==> config.mk <==
export PLATFORM = sky130hd
export DESIGN_NAME = apu_timer_multi
export DESIGN_NICKNAME = d
export VERILOG_FILES = /design/src/rtl/apu_timer_multi.sv
export SDC_FILE = /design/constraint.sdc
export NUM_CORES = 1
export LEC_CHECK = 0
export ABC_AREA = 1
export CORE_ASPECT_RATIO = 0.75
export CORE_MARGIN = 2
export CORE_UTILIZATION = 55
export CTS_CLUSTER_SIZE = 16
export DETAILED_ROUTE_END_ITERATION = 8
export HOLD_SLACK_MARGIN = 0.02
export PLACE_DENSITY_LB_ADDON = 0.08
export SYNTH_ARGS = -nofsm -noshare
export SYNTH_HDL_FRONTEND = slang
export SYNTH_SLANG_ARGS = --single-unit
==> constraint.sdc <==
create_clock -name clk -period 3.7 [get_ports clk]
set_input_delay 1.11 -clock clk [delete_from_list [all_inputs] [get_ports clk]]
set_output_delay 1.11 -clock clk [all_outputs]
set_load 0.02 [all_outputs]
==> src/rtl/apu_timer_multi.sv <==
// apu_timer_multi: multi-channel countdown timer for the APU with its own APB slave.
// A shared prescaler produces a one-cycle tick; each enabled channel steps on that
// tick, periodic or one-shot, and expiries set sticky W1C flags feeding one level irq.
// Optional feature macro: APU_TIMER_CHAIN_EN -- channel i>0 with CTRL.CHAIN=1 steps
// on channel i-1's expiry pulse instead of tick. Undefined: CHAIN is RAZ/WI.
module apu_timer_multi #(
    parameter int N_TIMERS = 4,
    parameter int W_CTR    = 24,
    parameter int W_TICK   = 8,
    parameter int W_ADDR   = 8
) (
    input  logic              clk,
    input  logic              rst_n,
    input  logic              apbs_psel,
    input  logic              apbs_penable,
    input  logic              apbs_pwrite,
    input  logic [W_ADDR-1:0] apbs_paddr,
    input  logic [31:0]       apbs_pwdata,
    output logic [31:0]       apbs_prdata,
    output logic              apbs_pready,
    output logic              apbs_pslverr,
    output logic              irq
);
    localparam int WORD_W = W_ADDR - 2;

    logic [WORD_W-1:0]   word;
    logic                wr;
    logic                rd;
    logic                sel_tick;
    logic                sel_intr;
    logic                sel_inte;
    logic [N_TIMERS-1:0] sel_ctrl;
    logic [N_TIMERS-1:0] sel_reload;
    logic [N_TIMERS-1:0] sel_ctr;

    logic [W_TICK-1:0]   tick_period;
    logic [W_TICK-1:0]   pctr;
    logic                tick;

    logic [N_TIMERS-1:0] intr;
    logic [N_TIMERS-1:0] inte;
    logic [N_TIMERS-1:0] w1c;

    logic [N_TIMERS-1:0] en;
    logic [N_TIMERS-1:0] periodic;
    logic [N_TIMERS-1:0] chain;
    logic [W_CTR-1:0]    reload_val [N_TIMERS];
    logic [W_CTR-1:0]    ctr        [N_TIMERS];
    logic [N_TIMERS-1:0] step;
    logic [N_TIMERS-1:0] expire;

    logic [31:0]         rdata;
    logic                unused_bits;

    assign word         = apbs_paddr[W_ADDR-1:2];
    assign wr           = apbs_psel & apbs_penable & apbs_pwrite;
    assign rd           = apbs_psel & apbs_penable & ~apbs_pwrite;
    assign apbs_pready  = 1'b1;
    assign apbs_pslverr = 1'b0;
    assign unused_bits  = ^{apbs_paddr[1:0], apbs_pwdata};

    assign tick = (pctr == '0);
    assign w1c  = (wr & sel_intr) ? apbs_pwdata[N_TIMERS-1:0] : '0;
    assign irq  = |(intr & inte);

    // Word-address decode of the register map; channel blocks start at 0x10.
    always_comb begin
        sel_tick   = (word == WORD_W'(0));
        sel_intr   = (word == WORD_W'(1));
        sel_inte   = (word == WORD_W'(2));
        sel_ctrl   = '0;
        sel_reload = '0;
        sel_ctr    = '0;
        for (int i = 0; i < N_TIMERS; i++) begin
            sel_ctrl[i]   = (word == WORD_W'(4 * (i + 1)));
            sel_reload[i] = (word == WORD_W'(4 * (i + 1) + 1));
            sel_ctr[i]    = (word == WORD_W'(4 * (i + 1) + 2));
        end
    end

    // Prescaler: count down to zero, tick there, reload; a TICK write restarts it.
    always_ff @(posedge clk or negedge rst_n) begin
        if (!rst_n) begin
            pctr <= '0;
        end else if (wr && sel_tick) begin
            pctr <= apbs_pwdata[W_TICK-1:0];
        end else if (tick) begin
            pctr <= tick_period;
        end else begin
            pctr <= pctr - W_TICK'(1);
        end
    end

    // Global registers; an expiry in the same cycle wins over the W1C clear.
    always_ff @(posedge clk or negedge rst_n) begin
        if (!rst_n) begin
            tick_period <= '0;
            inte        <= '0;
            intr        <= '0;
        end else begin
            if (wr && sel_tick) tick_period <= apbs_pwdata[W_TICK-1:0];
            if (wr && sel_inte) inte <= apbs_pwdata[N_TIMERS-1:0];
            intr <= (intr & ~w1c) | expire;
        end
    end

    // Step enables, walked in channel order so a chained channel sees its
    // predecessor's expiry pulse in the same cycle.
    always_comb begin
        logic src;
`ifdef APU_TIMER_CHAIN_EN
        logic prev;
        prev = 1'b0;
`endif
        step   = '0;
        expire = '0;
        for (int i = 0; i < N_TIMERS; i++) begin
            src = tick;
`ifdef APU_TIMER_CHAIN_EN
            if (i > 0 && chain[i]) src = prev;
`endif
            step[i]   = src & en[i];
            expire[i] = step[i] & (ctr[i] == W_CTR'(1));
`ifdef APU_TIMER_CHAIN_EN
            prev = expire[i];
`endif
        end
    end

`ifdef APU_TIMER_CHAIN_EN
    // CHAIN control bits, stored on every channel but only acted on for i>0.
    always_ff @(posedge clk or negedge rst_n) begin
        if (!rst_n) begin
            chain <= '0;
        end else begin
            for (int i = 0; i < N_TIMERS; i++) begin
                if (wr && sel_ctrl[i]) chain[i] <= apbs_pwdata[2];
            end
        end
    end
`else
    assign chain = '0;
`endif

    // Per-channel control and counter; APB writes take priority over stepping.
    always_ff @(posedge clk or negedge rst_n) begin
        if (!rst_n) begin
            en       <= '0;
            periodic <= '0;
            for (int i = 0; i < N_TIMERS; i++) begin
                reload_val[i] <= '0;
                ctr[i]        <= '0;
            end
        end else begin
            for (int i = 0; i < N_TIMERS; i++) begin
                if (wr && sel_ctrl[i]) begin
                    en[i]       <= apbs_pwdata[0];
                    periodic[i] <= apbs_pwdata[1];
                end else if (expire[i] && !periodic[i]) begin
                    en[i] <= 1'b0;
                end

                if (wr && sel_reload[i]) reload_val[i] <= apbs_pwdata[W_CTR-1:0];

                if (wr && sel_ctr[i]) begin
                    ctr[i] <= apbs_pwdata[W_CTR-1:0];
                end else if (step[i]) begin
                    if (ctr[i] == W_CTR'(1)) begin
                        ctr[i] <= '0;
                    end else if (ctr[i] == '0) begin
                        if (periodic[i]) ctr[i] <= reload_val[i];
                    end else begin
                        ctr[i] <= ctr[i] - W_CTR'(1);
                    end
                end
            end
        end
    end

    // Read mux; unmapped addresses and unused bits return zero.
    always_comb begin
        rdata = '0;
        if (sel_tick) rdata = 32'(tick_period);
        if (sel_intr) rdata = 32'(intr);
        if (sel_inte) rdata = 32'(inte);
        for (int i = 0; i < N_TIMERS; i++) begin
            if (sel_ctrl[i])   rdata = {29'd0, chain[i], periodic[i], en[i]};
            if (sel_reload[i]) rdata = 32'(reload_val[i]);
            if (sel_ctr[i])    rdata = 32'(ctr[i]);
        end
    end

    assign apbs_prdata = rd ? rdata : 32'd0;

endmodule
==> reports/qor.yml <==
outcome: "finished with violations"
violations: "setup timing"
leakagePower_nw: 8.225
reg2reg_to: "ctr[21]$_DFFE_PN0P_"
hold_buffers: 0
rrSetupSlack_ns: 1.01
vias: 15430
clockBufferDepth: 3
r2r_start: "pctr[3]$_DFF_PN0_"
start_util: 0.5551
worst_ep_arrival_time_ns: 2.87
criticalPathCategory: "in -> out"
drc_errors: 0
async_reset_ff_frac: 1.000
yosysUniqueCellTypes: 53
synth_top_family_by_area: "compound AO/OA/AOI/OAI gates"
final_common_cell: "nand2_1"
hp-start: "reload_val[93]$_DFFE_PN0P_"
cp-end-kind: "output pin"
area_growth_pct: 24.13
fin_crit_ns: 3.979
cap_violations: 0
dp_hpwl_um: 41540
syn_area_mm2: 0.01431
gp_congestion: 1.084
cp_num_cells: 15
netlist_instances: 1995
placed_cell_area_mm2: 0.01591
yosys.area_share.simple: 0.2406
dieHeight_um: 143.7
detail_route.vias_per_cell: 6.212
peakVddDrop_mv: 0.4771
htreeDepth: 1
grt_pass1_wl_um: 85700
fp.coreArea_mm2: 0.02578
max_freq_mhz: 251.3
hold_class: "reg -> reg"
tightest_slew_ns: 0.8363
syn_avg_cell_area_um2: 7.173
cts_tree: "done"
cp_max_fo: 7
cts.clk_slew.worst_paths_ns: 0.05
fillCellCount: 2167
synth-edff-count: 0
portBuffers: 59
stdcell_count: 2484
yosys.area_share.adder: 0.01137
period_share: 1.075
worstPathRequired_ns: 2.59
ys_seq_area_frac: 0.3917
crit_chain: "buf_6 -> nor2_4 -> nand2_2 -> buf_6 -> inv_6 -> nand2_8 -> buf_12 -> buf_6 -> nor2_4 -> o21ai_4 -> o21ai_4 -> o211ai_1 -> o21ai_2 -> a21oi_2 -> buf_6"
drt_first_pass_iters: 6
cpPeakStageDelay_ns: 0.18
placement.setup.worst_slack_ns: -1.319
finalWorstSetupSlack_ns: -0.2792
finalSetupViolations: 24
rows: 51
slew_viol_final: 0
final_cell_mix: "nand2_1 (472), o21ai_0 (242), dfrtp_1 (224), inv_1 (168), nor2_1 (157)"
whs_ns: 0.4852
drive_gt1_frac: 0.1790
yosys_warnings: 0
reg2reg_depth: 9
fin_area_mm2: 0.01776
synthMuxAreaShare: 0
critPathLaunchType: "input pin"
grt_max_degree: 77
ys_ff_latch: 224
worst_path_most_repeated_cell: "buf_6"
final_hold_viol_count: 0
numCtsBuffers: 25
synth_area_leaders: "dfrtp_1 (39%), nand2_1 (12%), o21ai_0 (9.9%), inv_1 (4.5%), nor2_1 (4.4%)"
synth_xor_area_frac: 0.02632
drtIter0Drc: 2007
gr-total-overflow: 0
cp.buffers_inverters: 6
fin_nets: 2179
cpMaxStageDelayCell: "nor2_4"
synth_compound_area_frac: 0.2461
track_usage: 0.4186
drt-wirelength-per-cell_um: 22.87
cts.sinks: 224
relSlewSlack: 0.4418
hold_end: "reload_val[93]$_DFFE_PN0P_"
finClkSkew_ns: 0.01820
rsz0062_at_grt: "true"
synth_top_area_cell: "dfrtp_1"
dieArea_mm2: 0.02734
diodes: 0
routed_wl_um: 56820
synth_top_area_share: 0.3917
ant_nets: 0
hold_depth: 2
num_io_pins: 80
p_per_area_mw_per_mm2: 424.8
ys.flop_type: "dfrtp_1"
crit_family: "buffers and inverters"
die_w_um: 190.3
placedCellCount: 2416
grt_pass1_vias: 14070
setup_tns_ns: -4.674
root_buffer: "clkbuf_16"
clk_latency_ns: 0.55
grt_antenna_before_repair: 1
worst max-delay path by stage:
stage	start	to	slack [ns]
3_5_place_dp	apbs_paddr[3]	apbs_prdata[11]	-1.32
3_3_place_gp	apbs_paddr[3]	apbs_prdata[2]	-1.28
2_1_floorplan	apbs_paddr[6]	apbs_prdata[10]	0.07
4_1_cts	apbs_paddr[7]	apbs_prdata[17]	-0.22
5_1_grt	apbs_paddr[6]	apbs_prdata[14]	-0.32
6_report	apbs_paddr[6]	apbs_prdata[8]	-0.28
final cells by class:
| type | count | area, um^2 | share of cell area |
|---|---|---|---|
| Clock buffer | 32 | 681.9 | 0.03839 |
| Clock inverter | 14 | 137.6 | 0.007748 |
| Timing Repair Buffer | 187 | 1926 | 0.1084 |
| Inverter | 193 | 767.0 | 0.04318 |
| Tap cell | 344 | 430.4 | 0.02423 |
| Timing Repair inverter | 1 | 7.507 | 0.0004226 |
| Multi-Input combinational cell | 1489 | 8208 | 0.4621 |
| Sequential cell | 224 | 5605 | 0.3156 |
power breakdown:
| group | switching (mW) | internal (mW) | leakage, nW | total, mW |
|---|---|---|---|---|
| Clock | 1.10 | 1.45 | 0.395 | 2.54 |
| Combinational | 1.41 | 0.747 | 4.86 | 2.15 |
| Sequential | 0.233 | 2.62 | 2.97 | 2.85 |
per-layer routing:
layer	global-route usage	part of all wire
met1	0.6532	0.44
met2	0.5724	0.40
met3	0.1043	0.14
met4	0.09914	0.027
met5	0	0
cells in the mapped netlist, types with 2 or more instances:
master,instances
nand2_1,476
o21ai_0,282
dfrtp_1,224
inv_1,171
nor2_1,167
a21oi_1,108
nand3_1,89
clkbuf_1,56
o21ai_1,53
o211ai_1,50
o221ai_1,36
xor2_1,31
a22oi_1,26
nand4_1,21
buf_2,20
inv_2,19
o22ai_1,19
nor2_2,17
nor3_1,14
ha_1,13
o21ai_2,13
xnor2_1,12
buf_4,11
nor2_4,7
a31oi_1,6
buf_1,5
buf_6,5
clkinv_1,3
nand3b_1,3
nor3_2,3
o311ai_0,3
o31ai_1,3
or2_2,3
a221oi_1,2
conb_1,2
nand2_2,2
nand3_2,2
nor4_1,2
or2_1,2
worst reg2reg max path, stage by stage, from the launching register on:
cell and delay, ns:
dfrtp_1 0.40, nor2_1 0.20, inv_1 0.10, nor2_1 0.19, nand4_1 0.63, nor2_1 0.49, a21oi_4 0.10, buf_4 0.19
a22oi_1 0.17, nand2_1 0.11
timing repair:
item,CTS,global route
cloned,7,2
pin swaps,39,41
resized for setup,323,72
endpoints found under the setup margin,24,24
buffers inserted,18,0
cells by family after synthesis:
family                   count (synthesis)
AND/OR/NAND/NOR                        814
AO/OA/AOI/OAI                          609
buffers and inverters                  290
flip-flops                             224
XOR/XNOR                                43
adder cells (fa/ha/maj)                 13
other                                    2
state kept, by name (all words and copies together) (netlist names):
register,cells
ctr,96
reload_val,96
pctr,8
tick_period,8
en,4
inte,4
intr,4
periodic,4
stage by stage:
| step | util | total power [mW] |
|---|---|---|
| 5_1_grt | 0.6890 | 7.895 |
| 2_1_floorplan | - | 4.225 |
| 6_report | 0.6890 | 7.547 |
| 4_1_cts | 0.6789 | 7.467 |
| 3_5_place_dp | 0.6170 | 4.892 |
| 3_3_place_gp | 0.6170 | 4.839 |
Note: power is estimated with default switching activity, not from simulation.
